--- src/rtl/ff_reduce.sv ---
// ---------------------------------------------------------------------------
// ff_reduce -- limb-serial reduction of a 510-bit value modulo p = 2^255 - P_C
//
// The reducer sits in front of the field adder and turns a raw 255x255-bit
// product into a fully reduced field element. It has one 64-bit limb adder,
// which is shared by three 4-limb passes:
//   FOLD1 : t = x[254:0] + P_C * x[509:255]      (t < 2^260)
//   FOLD2 : t = t[254:0] + P_C * t[261:255]      (t < 2^256 and t < 2p)
//   SUB   : d = t - p ; out = borrow ? t : d     (0 <= out < p)
// A result is ready 13 cycles after start is accepted.
//
// Parameters
//   P_C    : modulus constant, p = 2^255 - P_C, legal range 1..31
//
// Ports
//   clk    : clock, rising edge
//   rst    : asynchronous reset, active high; clears every register
//   start  : reduction request, sampled only in IDLE
//   x_i    : 510-bit unreduced operand, captured on the accepting edge
//   out    : registered, fully reduced result; holds until next completion
//   done   : result-valid strobe
//   busy   : high from the cycle after acceptance through the done cycle
//
// Build option
//   FF_REDUCE_DONE_HOLD_EN : when defined, done stays high after completion
//                            until the edge that accepts the next start
// ---------------------------------------------------------------------------
module ff_reduce #(
  parameter int P_C = 19
) (
  input  logic         clk,
  input  logic         rst,
  input  logic         start,
  input  logic [509:0] x_i,
  output logic [254:0] out,
  output logic         done,
  output logic         busy
);

  typedef enum logic [2:0] {
    IDLE  = 3'd0,
    FOLD1 = 3'd1,
    FOLD2 = 3'd2,
    SUB   = 3'd3,
    DONE  = 3'd4
  } state_t;

  state_t         state_q, state_d;
  logic [1:0]     lim_q;
  logic [5:0]     c_q;       // limb carry in the folds; 1 = "no borrow" in SUB
  logic [509:0]   x_q;
  logic [261:0]   t_q;
  logic [191:0]   d_q;       // low three limbs of t - p
  logic [254:0]   out_q;

  logic [63:0]    op_a;
  logic [63:0]    mul_in;
  logic [68:0]    mul_out;
  logic [68:0]    op_b;
  logic [69:0]    sum;
  logic           last_limb;

  // Limb k of a 255-bit value; the top limb is only 63 bits wide.
  function automatic logic [63:0] limb255(input logic [254:0] v, input logic [1:0] k);
    logic [63:0] r;
    case (k)
      2'd0:    r = v[63:0];
      2'd1:    r = v[127:64];
      2'd2:    r = v[191:128];
      default: r = {1'b0, v[254:192]};
    endcase
    return r;
  endfunction

  // Multiply by the constant P_C using only shifts and adds.
  function automatic logic [68:0] mul_pc(input logic [63:0] a);
    logic [68:0] acc;
    acc = '0;
    for (int i = 0; i < 5; i++) begin
      if (P_C[i]) acc = acc + ({5'b0, a} << i);
    end
    return acc;
  endfunction

  // Ones' complement of limb k of p. p = 2^255 - P_C, so its limbs are
  // 2^64 - P_C, all ones, all ones and 2^63 - 1; t - p is then formed as
  // t + ~p + 1 with the "+1" supplied by the initial no-borrow carry.
  function automatic logic [63:0] p_limb_inv(input logic [1:0] k);
    logic [63:0] r;
    case (k)
      2'd0:    r = 64'(P_C - 1);
      2'd3:    r = 64'h8000_0000_0000_0000;
      default: r = 64'h0;
    endcase
    return r;
  endfunction

  assign last_limb = (lim_q == 2'd3);

  // Operand selection for the single limb adder.
  always_comb begin
    op_a   = '0;
    mul_in = '0;
    op_b   = '0;
    case (state_q)
      FOLD1: begin
        op_a   = limb255(x_q[254:0], lim_q);
        mul_in = limb255(x_q[509:255], lim_q);
      end
      FOLD2: begin
        // The whole fold value enters at limb 0; later limbs only ripple carry.
        op_a   = limb255(t_q[254:0], lim_q);
        mul_in = (lim_q == 2'd0) ? {57'b0, t_q[261:255]} : 64'h0;
      end
      SUB: begin
        op_a = t_q[64*lim_q +: 64];
      end
      default: ;
    endcase
    mul_out = mul_pc(mul_in);
    op_b    = (state_q == SUB) ? {5'b0, p_limb_inv(lim_q)} : mul_out;
    sum     = {6'b0, op_a} + {1'b0, op_b} + {64'b0, c_q};
  end

  always_comb begin
    state_d = state_q;
    case (state_q)
      IDLE:    if (start) state_d = FOLD1;
      FOLD1:   if (last_limb) state_d = FOLD2;
      FOLD2:   if (last_limb) state_d = SUB;
      SUB:     if (last_limb) state_d = DONE;
      DONE:    state_d = IDLE;
      default: state_d = IDLE;
    endcase
  end

  always_ff @(posedge clk or posedge rst) begin
    if (rst) begin
      state_q <= IDLE;
      lim_q   <= '0;
      c_q     <= '0;
      x_q     <= '0;
      t_q     <= '0;
      d_q     <= '0;
      out_q   <= '0;
    end else begin
      state_q <= state_d;
      case (state_q)
        IDLE: begin
          if (start) begin
            x_q   <= x_i;
            c_q   <= '0;
            lim_q <= '0;
          end
        end
        FOLD1, FOLD2: begin
          lim_q <= lim_q + 2'd1;
          if (last_limb) begin
            // Top limb keeps its carry-out as t[261:256] for the next fold.
            t_q[261:192] <= sum;
            c_q          <= (state_q == FOLD1) ? 6'd0 : 6'd1;
          end else begin
            t_q[64*lim_q +: 64] <= sum[63:0];
            c_q                 <= sum[69:64];
          end
        end
        SUB: begin
          lim_q <= lim_q + 2'd1;
          c_q   <= {5'b0, sum[64]};
          case (lim_q)
            2'd0: d_q[63:0]    <= sum[63:0];
            2'd1: d_q[127:64]  <= sum[63:0];
            2'd2: d_q[191:128] <= sum[63:0];
            default: begin
              // Carry out of the top limb set means t >= p: keep the difference.
              out_q <= sum[64] ? {sum[62:0], d_q} : t_q[254:0];
            end
          endcase
        end
        default: ;
      endcase
    end
  end

`ifdef FF_REDUCE_DONE_HOLD_EN
  logic done_q;

  always_ff @(posedge clk or posedge rst) begin
    if (rst) begin
      done_q <= 1'b0;
    end else if (state_q == IDLE && start) begin
      done_q <= 1'b0;
    end else if (state_q == SUB && last_limb) begin
      done_q <= 1'b1;
    end
  end

  assign done = done_q;
`else
  assign done = (state_q == DONE);
`endif

  assign busy = (state_q != IDLE);
  assign out  = out_q;

endmodule

--- config.mk ---
export PLATFORM = sky130hd
export DESIGN_NAME = ff_reduce
export DESIGN_NICKNAME = d
export VERILOG_FILES = /design/src/rtl/ff_reduce.sv
export SDC_FILE = /design/constraint.sdc
export NUM_CORES = 2
export LEC_CHECK = 0
export CAP_MARGIN = 20
export CORE_MARGIN = 2
export CORE_UTILIZATION = 43
export CTS_CLUSTER_DIAMETER = 150
export DETAILED_ROUTE_END_ITERATION = 7
export PLACE_DENSITY_LB_ADDON = 0.12
export SLEW_MARGIN = 15
export SYNTH_ARGS = -nofsm -noshare
export SYNTH_HDL_FRONTEND = slang
export SYNTH_SLANG_ARGS = --single-unit
--- constraint.sdc ---
create_clock -name clk -period 49.9 [get_ports clk]
set_input_delay 7.485 -clock clk [delete_from_list [all_inputs] [get_ports clk]]
set_output_delay 7.485 -clock clk [all_outputs]
set_load 0.02 [all_outputs]
==> metrics.md <==
| Metric | Value |
|---|---|
| Pin count of the biggest net entering global routing | between 150 and 200 |
| Core area | approximately 150000 µm² |
| Share of cells above drive strength 1 | 13.5% |
| First-pass GRT wire length | between 300 and 400 mm |
| HP Class | flip-flop to flip-flop |
| Syn Nets | approximately 7100 |
| Hold-fix buffers at CTS | 0 |
| Gr ovfl total | 0 |
| Tot GR Track Use | about 30% |
| Total number of vias | 52884 |
| CTS tree | done |
| I/O Buffers | between 700 and 800 |
| Minimum clock period | 12.02 ns |
| Synthesized cell area | between 60000 and 70000 µm² |
| Violated checks | design-rule violations |
| Cts repair resizes | 0 |
| Final Cycle Share | roughly 24% |
| Worst-path fanout max | between 70 and 80 |
| Slowest CP cell | buf_4 |
| Slew headroom | a little over a fifth |
| Status | complete, but fails checks |
| Critical Path AT | 12.63 ns |
| Fin nets | 7647 |
| Vias in the first global route | between 50000 and 60000 |
| Clk_skew | around 0.032 ns |
| Hold Vio Cnt, Final | 0 |
| Unique masters post-synth | slightly above 80 |
| FMAX | around 0.083 GHz |
| Setup CP Type | flip-flop to flip-flop |
| Synth top area share | 48.3% |
| Worst-skew pair later-pin latency | slightly below 0.8 ns |
| Die area | about 150000 µm² |
| Busiest grt layer | met2 |
| Initial Util | about 43% |
| Via-to-Cell Ratio | 5.93 |
| Setup_tns | 0 ns |
| Routed WL | about 230 mm |
| Std cell rows | approximately 140 |
| Initial drt markers | approximately 5500 |
| Met2 Usage GRT | a little under half |
| Max cap viols | 0 |
| Flops & latches, synth | ~1200 |
| Synth Warn # | 0 |
| Hpwl dp | 161 mm |
| EDFF count, synth | 0 |
| DRC violations left | 3 |
| Avg WL per Cell | 25.8 µm |
| Worst path top cell family by delay | compound AO/OA/AOI/OAI gates |
| Routability cong. | slightly above 0.9 |
| Setup crit end kind | flip-flop |
| Sequential area share after synthesis | between 40% and 50% |
| Die span in y | a little under 400 µm |
| Layout overhead on the synthesized area | 21.8% |
| Longest Clk Path Bufs | 3 |
| Critical path buffer and inverter count | 4 |
| CTS clk-pin slew, worst paths | approximately 0.060 ns |
| FFs w/ async S/R, synth | 100% |
| CTS H-tree depth | 4 |
| Total CTS buffers | between 100 and 150 |
| Clock sinks | 1230 |
| # setup viols final | 0 |
| Post-CTS setup repair buffer count | 0 |
| RSZ-0062 raised after global routing | false |
| Die Wd | 389 µm |
| CP max stage delay | approximately 0.86 ns |
| Avg Cell Area, Syn | roughly 10 µm² |
| Worst path required time | 50.51 ns |
| Critical Path Most Common Cell | a21oi_1 |
| Detail Route Antenna Nets | 0 |
| Worst-Margin Slew | between 1 and 1.5 ns |
| Dominant cell type by area after synthesis | dfrtp_1 |
| Pre-antenna DRT Iters | 8 |
| Met1 Usage GRT | 42.1% |
| Post-synthesis instance total | between 6000 and 7000 |
| Fin. max-slew vios | 0 |
| Area contributors post-synth | dfrtp_1 48%, mux2_2 9.3%, nand2_1 5.9%, o21ai_0 4.8%, ha_1 3.8% |
| Met3 Usage GRT | 7.18% |
| # IOs | 770 |
| Crit start category | flip-flop |
| Synth Flop Type | dfrtp_1 |
| Root Buffer | clkbuf_16 |
| Initial antenna violation count | 21 |
## path summary, 6_finish.rpt
kind | slack [ns] | cells past startpoint | end | from
max | 37.88 | 30 | out[204]$_DFFE_PP0P_ | lim_q[1]$_DFFE_PP0P_
min | 0.48 | 2 | d_q[78]$_DFFE_PP0P_ | d_q[78]$_DFFE_PP0P_
max reg2reg | 37.88 | 30 | out[204]$_DFFE_PP0P_ | lim_q[1]$_DFFE_PP0P_
min reg2reg | 0.48 | 2 | d_q[78]$_DFFE_PP0P_ | d_q[78]$_DFFE_PP0P_
max in group asynchronous | 38.87 | 6 | x_q[490]$_DFFE_PP0P_ | rst
min in group asynchronous | 7.21 | 2 | x_q[13]$_DFFE_PP0P_ | rst
## final cells by class
| cell class | instances | area (µm²) |
|---|---|---|
| fill | 13401 | 69800 |
| sequential | 1230 | 30800 |
| multi-input combinational | 4480 | 30700 |
| timing repair buffer | 847 | 8310 |
| clock buffer | 207 | 4190 |
| tap | 1930 | 2410 |
| inverter | 171 | 657 |
| clock inverter | 48 | 624 |
| antenna | 9 | 22.5 |
## synthesized netlist by cell type (15+ instances only)
cell         n
clkbuf_1   387
fa_1        66
o21a_1      33
o21bai_1    30
nand3_1     37
nor2b_1     16
nor2_1     550
nand2b_1    20
mux4_2      64
dfrtp_1   1230
a222oi_1   186
buf_4       15
a21o_1      70
o211ai_1    19
and2_1      18
and3_1      30
nor3_1      34
nand4_1     28
buf_1       19
mux2i_1     21
o21ai_0    615
mux2_2     526
xnor2_1     69
a221oi_1    67
buf_2       32
ha_1       196
xor2_1      62
a21oi_1    316
a22o_1      22
a31oi_1    209
nand2_1    995
inv_1      170
## worst register-to-register path: cells and delay by family (launching register included)
kind | cells | cell delay, ns
AOI/OAI and AO/OA | 12 | 3.46
buffers and inverters | 4 | 2.53
DFF | 1 | 0.84
and+or+nand+nor | 8 | 2.07
xor gates and xnor gates | 1 | 0.52
adders and majority gates | 5 | 2.42
## placed cells by master, fill, tap and decap left out, types with 29 or more instances in the layout
cell type	instances
dfrtp_1	1228
nand2_1	988
clkdlybuf4s50_1	769
o21ai_0	615
nor2_1	547
mux2_2	526
a21oi_1	316
a31oi_1	209
ha_1	192
a222oi_1	186
inv_1	169
clkbuf_16	147
buf_4	76
a21o_1	69
xnor2_1	69
a221oi_1	67
fa_1	66
mux4_2	64
xor2_1	62
nand3_1	37
nor3_1	34
o21a_1	33
clkbuf_1	31
and3_1	30
o21bai_1	30
clkbuf_8	29
## flip-flops by register name (all words and copies together) (netlist names)
signal,flops
out,255
t_q,262
d_q,192
state_q,3
c_q,6
x_q,510
lim_q,2
## logic make-up (layout without fill, tap and decap cells)
kind of cell,count (synthesis),count (layout),share of synthesized area [%]
AO/OA/AOI/OAI,1691,1691,16.9
multiplexers,611,611,11.9
buffers and inverters,625,1273,3.83
flip-flops,1230,1230,48.3
adder cells (fa/ha/maj),262,262,5.92
AND/OR/NAND/NOR,1785,1785,11.4
other,0,9,0
XOR/XNOR,131,131,1.80
## per-layer routing
layer / up-vias / wire length [µm]
li1: 23798 / -
met1: 26306 / 99600
met2: 2389 / 102000
met3: 381 / 21300
met4: 10 / 7660
met5: - / 65
## stage by stage
step / hold WS, ns / instance area, µm² / worst slack, ns / utilization (%) / instances
after floorplan: 0.448 / 63800 / 7.76 / - / 6335
after global placement: 0.460 / 72900 / 37.92 / 49.4 / 8658
after detailed placement: 0.470 / 72900 / 37.90 / 49.4 / 8658
after CTS: 0.482 / 77700 / 37.97 / 52.7 / 8913
after global routing: 0.493 / 77700 / 36.93 / 52.7 / 8917
final: 0.477 / 77700 / 37.88 / 52.7 / 8922
Power is left out: the tool's default activity adds up to more than one toggle a clock period on the data nets, which glitch-free logic cannot reach.
